===== src/rtl/if_pkg.sv =====
// Shared fetch-side types: the entry carried from IF to ID and the ARM no-op
// that decode sees while the queue is empty.
package if_pkg;

  localparam logic [31:0] NOP_INSTR = 32'hE1A00000;

  typedef struct packed {
    logic [31:0] instruction;
    logic [31:0] pc;
    logic [31:0] pc_plus_4;
  } fetch_entry_t;

endpackage


===== src/rtl/if_id_queue.sv =====
// Small FIFO between fetch and decode: one 96-bit entry per slot, flushed
// wholesale on a taken branch, presenting a NOP to decode when empty.
module if_id_queue #(
  parameter int          DEPTH     = 2,
  parameter logic [31:0] NOP_INSTR = if_pkg::NOP_INSTR
) (
  input  logic                         clk,
  input  logic                         reset,
  input  logic                         flush,
  input  logic                         in_valid,
  output logic                         in_ready,
  input  logic [31:0]                  in_instruction,
  input  logic [31:0]                  in_pc,
  input  logic [31:0]                  in_pc_plus_4,
  output logic                         out_valid,
  input  logic                         out_ready,
  output logic [31:0]                  out_instruction,
  output logic [31:0]                  out_pc,
  output logic [31:0]                  out_pc_plus_4,
  output logic [$clog2(DEPTH+1)-1:0]   occupancy
);

  import if_pkg::fetch_entry_t;

  localparam int PTR_W = $clog2(DEPTH);
  localparam int CNT_W = $clog2(DEPTH+1);

  fetch_entry_t     mem [DEPTH];
  fetch_entry_t     wr_entry;
  fetch_entry_t     head;
  logic [PTR_W-1:0] wr_ptr;
  logic [PTR_W-1:0] rd_ptr;
  logic [CNT_W-1:0] count;
  logic             push;
  logic             pop;

  // Handshake flags come from the registered count only, so out_ready never
  // reaches in_ready combinationally.
  assign in_ready  = (count != CNT_W'(DEPTH));
  assign out_valid = (count != '0);
  assign push      = in_valid & in_ready;
  assign pop       = out_valid & out_ready;
  assign occupancy = count;

  assign wr_entry = '{instruction: in_instruction, pc: in_pc, pc_plus_4: in_pc_plus_4};
  assign head     = mem[rd_ptr];

  assign out_instruction = out_valid ? head.instruction : NOP_INSTR;
  assign out_pc          = out_valid ? head.pc          : 32'd0;
  assign out_pc_plus_4   = out_valid ? head.pc_plus_4   : 32'd0;

  // Control state: reset beats flush, flush discards any same-cycle push/pop.
  always_ff @(posedge clk) begin
    if (!reset) begin
      wr_ptr <= '0;
      rd_ptr <= '0;
      count  <= '0;
    end else if (flush) begin
      wr_ptr <= '0;
      rd_ptr <= '0;
      count  <= '0;
    end else begin
      if (push) wr_ptr <= wr_ptr + PTR_W'(1);
      if (pop)  rd_ptr <= rd_ptr + PTR_W'(1);
      count <= count + CNT_W'(push) - CNT_W'(pop);
    end
  end

  // Storage is never cleared; count alone decides what is visible.
  always_ff @(posedge clk) begin
    if (reset && !flush && push) mem[wr_ptr] <= wr_entry;
  end

endmodule


===== config.mk =====
export PLATFORM = sky130hd
export DESIGN_NAME = if_id_queue
export DESIGN_NICKNAME = d
export VERILOG_FILES = /design/src/rtl/if_pkg.sv /design/src/rtl/if_id_queue.sv
export SDC_FILE = /design/constraint.sdc
export NUM_CORES = 1
export LEC_CHECK = 0
export CAP_MARGIN = 0
export CORE_UTILIZATION = 25
export CTS_CLUSTER_SIZE = 14
export DETAILED_ROUTE_END_ITERATION = 10
export PLACE_DENSITY = 0.59
export SYNTH_ARGS = -nofsm -noshare
export SYNTH_HDL_FRONTEND = slang
export SYNTH_SLANG_ARGS = --single-unit

===== constraint.sdc =====
create_clock -name clk -period 6.3 [get_ports clk]
set_clock_uncertainty 0.2 [all_clocks]
set_input_delay 1.26 -clock clk [delete_from_list [all_inputs] [get_ports clk]]
set_output_delay 1.26 -clock clk [all_outputs]
set_load 0.01 [all_outputs]

==> Yosys cells after proc, flatten, opt, wreduce, memory -nomap -nowiden <==
Memory sizes are Yosys's and may differ from the RTL's. A register that Yosys moved wholly into a read port is not among the register bits.
Cells that the tools add are included.
W data, S select, Z words.
{ "op_classes": {"n_addsub": 4, "n_mul": 0, "div": 0, "order_cmp": 0, "eq_ne": 1, "shifts": 0, "muxes": 7, "n_bitwise": 3, "reduce_logical": 5} }
{ "op_table": {"columns": ["op", "count"], "rows": [
  ["$mux W32", 3],
  ["$mux W1", 4],
  ["$add A1 B1 Y1 const B", 2],
  ["$add A2 B1 Y2", 1],
  ["$and A1 B1 Y1", 2],
  ["$logic_and A1 B1 Y1", 2],
  ["$ne A2 B2 Y1 const B", 1],
  ["$reduce_bool A2 Y1", 1],
  ["$reduce_or A2 Y1", 1],
  ["$sub A2 B1 Y2", 1],
  ["$logic_not A1 Y1", 1],
  ["$not A1 Y1", 1]
]} }
{ "word_totals": {"ff_bits": 4, "latch_bits": 0, "ramBits": 192, "romBits": 0, "in_bits": 101, "out_inout_bits": 100, "word_cells": 24, "mem_count": 1} }
{ "mem_list": {"columns": ["name", "words", "word_bits", "rd", "rd_clocked_by_memory_dff", "write_ports", "line", "source"], "rows": [
  ["mem", 2, 96, 1, 1, 1, "if_id_queue.sv:28", "fetch_entry_t mem [DEPTH];"]
]} }

==> Longest topological paths before layout <==
{ "logic_depth": {"depth_word": 5, "ltp_mapped": 8, "mapped_depth_nobuf": 8} }

==> Worst setup path before layout <==
No wires, ideal clock.
{ "synth_timing": {"kind": "in2reg", "from": "input port reset", "to": "memory mem[0][0] (netlist name) (enable)", "setup_ns": 0.551, "arrival_ns": 5.583, "required_ns": 5.549, "setup_slack_ns": -0.034, "stages": 3, "path_buffers": 0, "cell_sequence": "nor2b_1 nand3_2 nor2_1"} }
{ "synth_between": {"elab_chain_len": 4} }
{ "synth_rtl": {"columns": ["item", "line", "source"], "rows": [
  ["from (decl)", "if_id_queue.sv:8", "input logic reset,"],
  ["$logic_and A1 B1 Y1 (2 in series)", "if_id_queue.sv:71", "if (reset && !flush && push) mem[wr_ptr] <= wr_entry;"],
  ["$mux W1", "if_id_queue.sv:71", null],
  ["$mux W1 (implied by the code)", "if_id_queue.sv:71", null],
  ["to (decl)", "if_id_queue.sv:28", null]
]} }
Every way passes these cells.

==> results_dict.tcl <==
set metrics [dict create \
    clk_pin_slew_ps 70 \
    drt-pass1-iter-count 4 \
    grt_pass1_vias 4431 \
    dr_total_vias 4174 \
    detail_route.drc_violations 0 \
    start_util_pct 25.5 \
    final-max-slew-violation-count 0 \
    globalRoute.totalOverflow 0 \
    post_cts.repair.setup_buffers 0 \
    netlist_area_um2 8070 \
    final.min_clock_period_ps 4180 \
    detail-route-antenna-nets 0 \
    clock_insertion_delay_worst_skew_ps 420 \
    synth_flop_type "sky130_fd_sc_hd__edfxtp_1" \
    clock_sinks 197 \
    pwr_density_cell_nw_per_um2 256 \
    yosys_warnings 0 \
    globalRouteTotalUtil_pct 10.2 \
    path_class "reg2out" \
    critPathRequiredTime_ps 4840 \
    detail_route.wl_per_cell_um 15.5 \
    cts-htree-levels 4 \
    drv_cap 0 \
    worstMarginPinSlew_ps 764 \
    synthesis.nets 537 \
    tritoncts "yes" \
    die_height_um 182 \
    outcome "finished clean" \
    cts.path.max_buffers 2 \
    via_per_inst 3.96 \
    grt_start_max_net_pins 97 \
    ys_async_sr_fraction_pct 0 \
    final_nets 742 \
    most_common_cell_after_layout_fill_and_taps_aside "sky130_fd_sc_hd__clkdlybuf4s50_1" \
    hold_class "reg2reg" \
    syn_inst 434 \
    total_power_mw 2.80 \
    finalWirelength_mm 16.3 \
    die_area_um2 33000 \
    drive_above_1_share_pct 16.9 \
    whs_ps 316 \
    grt_setup_unrepaired "no" \
    diodes 0 \
    portBuffers 200 \
    area_growth_syn_to_layout_pct 35.4 \
    yosysUniqueCellTypes 26 \
    post_synth_edffs 192 \
    worst_setup_path_end_kind "primary output" \
    grt_first_pass_wirelength_mm 25.2 \
    top_level_ports 201 \
    cts_root_buf "sky130_fd_sc_hd__clkbuf_16" \
    layout_worst_path_cycle_share_pct 66.4 \
    gp_congestion 0.673 \
    coreArea_um2 31600 \
    max-vdd-ir-drop_mv 0.137 \
    dpl.hpwl_mm 10.8 \
    std_cell_rows 65 \
    path_max_fanout 55 \
    final_critical_path_setup_slack_ps 2120 \
    hold_buffers 0 \
    horizontal_die_dimension_um 182 \
    antenna_violations_before_repair 1 \
    relSlewSlack_pct 49.1 \
    stdcell_count 1053 \
    timing.final.setup_violations 0 \
    critical_path_arrival_ps 2720 \
    fillCellCount 2998 \
    violation_count_after_the_first_detailed_routing_iteration 186 \
    dpl.cell_count 1022 \
    maxClockFrequency_mhz 239 \
    detailedPlace.worstSlack_ps 2550 \
    numCtsBuffers 17 \
    hold_viol 0 \
    post_cts.resized_instances 0 \
    mean_post_synth_cell_area_um2 18.6 \
    register_bit_count_reported_by_yosys 197 \
    start_kind "flip-flop" \
    p_leak_nw 3.26 \
    synth_sequential_area_ratio_pct 72.7 \
    final_cell_mix "sky130_fd_sc_hd__clkdlybuf4s50_1, sky130_fd_sc_hd__edfxtp_1, sky130_fd_sc_hd__mux2i_1, sky130_fd_sc_hd__nor2_4, sky130_fd_sc_hd__nor2_1" \
]
[power breakdown]
part / switching (mW) / internal [mW] / leakage (nW)
combinational: 0.143 / 0.163 / 1.21
sequential: 0.0111 / 1.47 / 1.79
clock: 0.495 / 0.518 / 0.263
[per-stage QoR]
stage	TNS, ps	utilization (%)	area, um^2
floorplan	-6590	-	8070
global placement	0	32.8	10400
detailed placement	0	32.8	10400
CTS	0	34.6	10900
global route	0	34.6	10900
finish	0	34.6	10900
[final timing paths]
path / from / to / slack (ps) / depth (start not counted)
setup reg to reg: occupancy[0] / mem[1][62] / 4130 / 4
hold / removal: rd_ptr / rd_ptr / 320 / 2
setup / recovery: flip-flop / out_instruction[15] / 2120 / 4
hold reg to reg: rd_ptr / rd_ptr / 320 / 2
[final cells by class]
| class | count | area (um^2) | share of cell area, % |
|---|---|---|---|
| Timing Repair Buffer | 206 | 2080 | 19.1 |
| Multi-Input combinational cell | 213 | 1910 | 17.5 |
| Clock inverter | 13 | 116 | 1.06 |
| Inverter | 4 | 15.0 | 0.137 |
| Sequential cell | 197 | 5870 | 53.7 |
| Tap cell | 402 | 503 | 4.60 |
| Clock buffer | 18 | 429 | 3.93 |
[cells by family after synthesis]
| group | Yosys count | share of synthesized area [%] |
|---|---|---|
| AOI/OAI and AO/OA | 2 | 0.294 |
| xor gates and xnor gates | 2 | 0.217 |
| adders and majority gates | 2 | 0.310 |
| buffers and inverters | 24 | 3.83 |
| DFF | 197 | 72.7 |
| muxes | 96 | 11.9 |
| and+or+nand+nor | 111 | 10.8 |
[cell usage after synthesis, types with 2 or more instances]
library cell | count | area share (%)
sky130_fd_sc_hd__buf_12 | 10 | 2.5
sky130_fd_sc_hd__buf_4 | 2 | 0.19
sky130_fd_sc_hd__buf_6 | 5 | 0.70
sky130_fd_sc_hd__clkbuf_4 | 3 | 0.28
sky130_fd_sc_hd__dfxtp_1 | 5 | 1.2
sky130_fd_sc_hd__edfxtp_1 | 192 | 71
sky130_fd_sc_hd__ha_1 | 2 | 0.31
sky130_fd_sc_hd__inv_1 | 3 | 0.14
sky130_fd_sc_hd__mux2i_1 | 96 | 12
sky130_fd_sc_hd__nand2_1 | 8 | 0.37
sky130_fd_sc_hd__nor2_1 | 29 | 1.3
sky130_fd_sc_hd__nor2_2 | 16 | 1.2
sky130_fd_sc_hd__nor2_4 | 50 | 7.0
[metal layers]
metal  vias up  wire length (um)  GRT usage (%)
met2       134              8090           17.1
met5         -                13              0
met1      2019              7090           12.4
met4         2               139           3.15
li1       2009                 -              -
met3        10              1010           3.37
[worst max-delay path: stages, from the launching register on]
cell and delay (ps):
sky130_fd_sc_hd__dfxtp_4 840, sky130_fd_sc_hd__buf_12 400, sky130_fd_sc_hd__mux2i_1 370, sky130_fd_sc_hd__nor2_4 40, sky130_fd_sc_hd__clkdlybuf4s50_1 490
[sequential cells by signal, summed over array words and instances, names as in the netlist, named ones only]
name and count:
occupancy 2, mem 192, rd_ptr 1, wr_ptr 1
(Power assumes the default switching activity.)
